## config.mk

```make
export PLATFORM = sky130hd
export DESIGN_NAME = simon_playback
export DESIGN_NICKNAME = d
export VERILOG_FILES = /design/src/rtl/simon_playback.sv
export SDC_FILE = /design/constraint.sdc
export NUM_CORES = 1
export LEC_CHECK = 0
export ABC_AREA = 1
export BUFFER_PORTS_ARGS = -buffer_cell sky130_fd_sc_hd__buf_4
export CAP_MARGIN = 20
export CORE_MARGIN = 1
export CORE_UTILIZATION = 55
export DETAILED_ROUTE_END_ITERATION = 8
export GPL_ROUTABILITY_DRIVEN = 0
export GPL_TIMING_DRIVEN = 0
export PLACE_DENSITY = 0.91
export RECOVER_POWER = 100
export SLEW_MARGIN = 20
export SYNTH_ARGS = -nofsm -noshare
export SYNTH_HDL_FRONTEND = slang
export SYNTH_SLANG_ARGS = --single-unit
```

## constraint.sdc

```tcl
create_clock -name slow_clk -period 3.85 [get_ports slow_clk]
set_clock_uncertainty 0.15 [all_clocks]
set_input_delay 0.77 -clock slow_clk [delete_from_list [all_inputs] [get_ports slow_clk]]
set_output_delay 0.77 -clock slow_clk [all_outputs]
set_load 0.02 [all_outputs]
```

## src/rtl/simon_playback.sv

```systemverilog
// rtl/simon_playback.sv - Simon sequence playback engine: walks the sequence ROM and flashes each colour on the LEDs.
// Optional echo of player presses on the LEDs is enabled by defining PLAYBACK_ECHO_EN.
module simon_playback #(
    parameter int DEPTH     = 4,
    parameter int ADDR_W    = 4,
    parameter int ON_TICKS  = 2,
    parameter int OFF_TICKS = 1
) (
    input  logic              slow_clk,
    input  logic              reset,
    input  logic              start_i,
    input  logic              abort_i,
    input  logic [ADDR_W-1:0] len_i,
    output logic [ADDR_W-1:0] rd_addr_o,
    input  logic [1:0]        rd_data_i,
    input  logic              btn_valid_i,
    input  logic [1:0]        btn_val_i,
    output logic [3:0]        led_o,
    output logic              busy_o,
    output logic              done_o
);

    localparam int MAX_TICKS = (ON_TICKS > OFF_TICKS) ? ON_TICKS : OFF_TICKS;
    localparam int CNT_W     = (MAX_TICKS > 1) ? $clog2(MAX_TICKS) : 1;
    localparam logic [CNT_W-1:0]  ON_LAST  = CNT_W'(ON_TICKS - 1);
    localparam logic [CNT_W-1:0]  OFF_LAST = CNT_W'(OFF_TICKS - 1);
    localparam logic [ADDR_W-1:0] DEPTH_L  = ADDR_W'(DEPTH);

`ifdef PLAYBACK_ECHO_EN
    typedef enum logic [2:0] {
        S_IDLE  = 3'd0,
        S_FETCH = 3'd1,
        S_LOAD  = 3'd2,
        S_ON    = 3'd3,
        S_OFF   = 3'd4,
        S_DONE  = 3'd5,
        S_ECHO  = 3'd6
    } state_t;
`else
    typedef enum logic [2:0] {
        S_IDLE  = 3'd0,
        S_FETCH = 3'd1,
        S_LOAD  = 3'd2,
        S_ON    = 3'd3,
        S_OFF   = 3'd4,
        S_DONE  = 3'd5
    } state_t;
    wire unused_btn = ^{btn_valid_i, btn_val_i};
`endif

    state_t            state_q, state_d;
    logic [ADDR_W-1:0] idx_q, idx_d;
    logic [ADDR_W-1:0] len_q, len_d;
    logic [1:0]        sym_q, sym_d;
    logic [CNT_W-1:0]  tcnt_q, tcnt_d;
    logic [ADDR_W-1:0] len_clamp;

    // Clamping at capture keeps idx within the ROM's DEPTH entries.
    assign len_clamp = (len_i > DEPTH_L) ? DEPTH_L : len_i;

    always_ff @(posedge slow_clk or posedge reset) begin
        if (reset) begin
            state_q <= S_IDLE;
            idx_q   <= '0;
            len_q   <= '0;
            sym_q   <= '0;
            tcnt_q  <= '0;
        end else begin
            state_q <= state_d;
            idx_q   <= idx_d;
            len_q   <= len_d;
            sym_q   <= sym_d;
            tcnt_q  <= tcnt_d;
        end
    end

    always_comb begin
        state_d = state_q;
        idx_d   = idx_q;
        len_d   = len_q;
        sym_d   = sym_q;
        tcnt_d  = tcnt_q;
        case (state_q)
            S_IDLE: begin
                if (start_i && !abort_i) begin
                    len_d   = len_clamp;
                    idx_d   = '0;
                    state_d = (len_clamp == '0) ? S_DONE : S_FETCH;
                end
`ifdef PLAYBACK_ECHO_EN
                else if (btn_valid_i && !abort_i) begin
                    sym_d   = btn_val_i;
                    tcnt_d  = '0;
                    state_d = S_ECHO;
                end
`endif
            end
            S_FETCH: state_d = S_LOAD;
            S_LOAD: begin
                sym_d   = rd_data_i;
                tcnt_d  = '0;
                state_d = S_ON;
            end
            S_ON: begin
                if (tcnt_q == ON_LAST) begin
                    tcnt_d  = '0;
                    state_d = S_OFF;
                end else begin
                    tcnt_d = tcnt_q + 1'b1;
                end
            end
            S_OFF: begin
                if (tcnt_q == OFF_LAST) begin
                    tcnt_d = '0;
                    if (idx_q == len_q - ADDR_W'(1)) begin
                        state_d = S_DONE;
                    end else begin
                        idx_d   = idx_q + 1'b1;
                        state_d = S_FETCH;
                    end
                end else begin
                    tcnt_d = tcnt_q + 1'b1;
                end
            end
            S_DONE: state_d = S_IDLE;
`ifdef PLAYBACK_ECHO_EN
            S_ECHO: begin
                if (tcnt_q == ON_LAST) begin
                    tcnt_d  = '0;
                    state_d = S_IDLE;
                end else begin
                    tcnt_d = tcnt_q + 1'b1;
                end
            end
`endif
            default: state_d = S_IDLE;
        endcase
        if (abort_i) begin
            state_d = S_IDLE;
            tcnt_d  = '0;
        end
    end

    // Outputs decode registered state only, so no input reaches them combinationally.
    always_comb begin
        led_o = 4'b0000;
`ifdef PLAYBACK_ECHO_EN
        if (state_q == S_ON || state_q == S_ECHO) led_o = 4'b0001 << sym_q;
`else
        if (state_q == S_ON) led_o = 4'b0001 << sym_q;
`endif
    end

    assign busy_o    = (state_q != S_IDLE);
    assign done_o    = (state_q == S_DONE);
    assign rd_addr_o = idx_q;

endmodule
```

==> key figures <==
Power and ir drop
  • Leak Pwr: 0.581 nW
  • Cell Pwr Density: 570 nW/µm²
  • Final Power: 0.000606 W
  • Worst VDD drop: 0.353 mV

Global route
  • Largest net degree at the start of global routing: 15
  • Initial antenna violation count: 0
  • First-pass GRT wire length: 3450 µm
  • Number of global-route vias before repair: 861
  • Grt ovf: 0
  • All-Layer GR Usage: 24.7%

Cells and area
  • Layout cell share with drive strength beyond 1: 12.0%
  • Area grow syn2layout: 14.6%
  • Final std cell area, no fill: 1060 µm²
  • Nets: 174
  • Antenna cells: 0
  • Final core occ: 69.0%
  • Fill cells: 149

Worst setup path
  • CP Max Fanout: 5
  • Req. time, crit path: 2930 ps
  • CP cell instances: nand2_1 -> nor2_1 -> inv_1 -> nor3_1 -> clkbuf_1
  • Setup crit start kind: flop
  • Slowest stage delay, CP: 400 ps
  • Critical Path Slowest Stage Cell: dfrtp_1
  • CP endpoint kind: primary output
  • Top delay family on crit path: simple AND/OR/NAND/NOR gates
  • WS Path Type: flop to primary output
  • Crit path DAT: 1560 ps
  • CP Buf/Inv Count: 2

Clocking
  • CTS Buf Count: 3
  • Clock root buffer: clkbuf_4
  • Total clock sinks: 14
  • Worst-Skew Late Latency: 290 ps
  • Hold_buf cts: 0
  • Setup bufs post-CTS: 0
  • Htree depth: 1
  • CTS tree: yes
  • Worst-case clock buffer depth: 2
  • Post_cts resized: 0
  • CTS clk-pin slew, worst paths: 90 ps

Routing
  • Routed WL per cell: 11.6 µm
  • Final WL: 2020 µm
  • Via density per instance: 5.17
  • Drt pass-1 iters: 4
  • 1st-iter DRT viols: 23
  • Via Count: 899
  • DRC viols: 0
  • Antenna-violating nets left: 0

Die
  • I/O Pins: 23
  • Initial core utilization: 60.2%
  • Placeable Area: 1540 µm²
  • Die H: 43.1 µm
  • Die ar.: 1860 µm²
  • Row cnt: 14
  • Die Wd: 43.1 µm

Placed design
  • Final HPWL DP: 1540 µm
  • Post-place setup slack: 1800 ps
  • Area after DPL: 1090 µm²
  • Port bufs: 19

STA
  • Fmax: 403 MHz
  • RSZ-0062 raised after global routing: false
  • Fin. Hold Viols: 0
  • Final WS setup: 1370 ps
  • Fin crit share: 64.5%
  • Worst-margin pin slew: 584 ps
  • Worst slew margin: 60.6%
  • Setup TNS: 0 ps
  • Final min period: 2480 ps
  • Max-slew violations: 0
  • Final setup fails: 0

Run
  • Max-cap viol count: 0

Hold path
  • Hold Path Class: input pin to asynchronous set/reset pin

Yosys
  • Synth Register Bits: 14
  • Synth Area per Inst: 6.88 µm²
  • Yosys warnings: 0
  • Synth cell types: 22
  • Cell area after synthesis: 928 µm²
  • Register area share after synthesis: 37.7%
  • Cells after synthesis: 135
  • Synth Net Count: 150

Status
  • Outcome: completed
[metal layers]
| metal | part of all wire (%) | global-route usage [%] |
|---|---|---|
| met1 | 41 | 27.8 |
| met2 | 53 | 45.7 |
| met3 | 3.9 | 2.55 |
| met4 | 1.5 | 10.9 |
| met5 | 0 | 0 |
[synthesized netlist by cell type]
| cell type | number | share of area, % |
|---|---|---|
| nand2_1 | 38 | 15 |
| inv_1 | 22 | 8.9 |
| dfrtp_1 | 14 | 38 |
| nor2_1 | 14 | 5.7 |
| nand3_1 | 10 | 5.4 |
| o21ai_0 | 6 | 3.2 |
| nand4_1 | 5 | 3.4 |
| nor3_1 | 5 | 2.7 |
| a21oi_1 | 4 | 2.2 |
| inv_2 | 4 | 1.6 |
| ha_1 | 2 | 2.7 |
| inv_4 | 1 | 0.67 |
| nand2_2 | 1 | 0.67 |
| nand2_4 | 1 | 1.2 |
| nand3_2 | 1 | 1.1 |
| nand4_2 | 1 | 1.3 |
| nor2_2 | 1 | 0.67 |
| nor2_4 | 1 | 1.2 |
| o21ai_4 | 1 | 1.8 |
| or2_2 | 1 | 0.67 |
| xnor2_1 | 1 | 0.94 |
| xor2_1 | 1 | 0.94 |
[final timing paths]
kind,startpoint,to,slack (ps),cells past startpoint
worst max-delay path,state_q[0],led_o[1],1370,5
worst min-delay path,reset,rd_addr_o[0],370,2
worst max register to register,state_q[0],rd_addr_o[0],1810,8
worst min register to register,len_q[3],len_q[3],380,2
max in group asynchronous,reset,len_q[2],2810,2
min in group slow_clk,len_q[3],len_q[3],380,2
[logic make-up after synthesis]
family / synth area share [%]
xor+xnor: 1.89
compound gates: 7.14
flops: 37.7
buf+inv: 11.2
simple gates: 39.4
fa+ha+maj: 2.69
[cells in the final DEF, fill, tap and decap left out]
cell / n
clkbuf_8: 1
or2_2: 1
nand2_2: 1
xnor2_1: 1
nand3_1: 11
inv_4: 1
nor2_4: 1
inv_1: 25
nand4_1: 5
xor2_1: 1
nor2_1: 15
clkbuf_4: 4
dfrtp_1: 14
buf_4: 8
clkbuf_1: 10
nor3_1: 5
o21ai_0: 7
nand2_1: 39
inv_2: 1
nand4_2: 1
a21oi_1: 4
ha_1: 2
[layout make-up]
class	instances	area (µm²)	share of cell area, %
Timing Repair Buffer	19	105	9.88
Tap cell	16	20.0	1.88
Clock buffer	4	36.3	3.41
Sequential cell	14	350	32.9
Inverter	27	104	9.76
Multi-Input combinational cell	94	448	42.1
[through the flow]
stage / cells / hold WS, ps
final: 174 / 373
after global routing: 174 / 408
after CTS: 174 / 386
after detailed placement: 170 / 363
after global placement: 170 / 325
after floorplan: 135 / 308
[flip-flops by register name (all words and copies together), names as in the netlist]
register and flops:
state_q 3, len_q 4, tcnt_q 1, sym_q 2, rd_addr_o 4
[worst register-to-register path, delay by kind of cell (launching register included)]
| kind | cells | cell delay (ps) |
|---|---|---|
| flops | 1 | 420 |
| compound gates | 1 | 310 |
| buf+inv | 1 | 70 |
| simple gates | 6 | 980 |
[power by group]
part,switching [W],total (W),leakage [nW],internal [W]
clock,0.0000528,0.000111,0.0210,0.0000577
combinational,0.000188,0.000272,0.378,0.0000846
sequential,0.0000373,0.000224,0.182,0.000186
total,0.000278,0.000606,0.581,0.000329
Note: power is estimated with default switching activity, not from simulation.
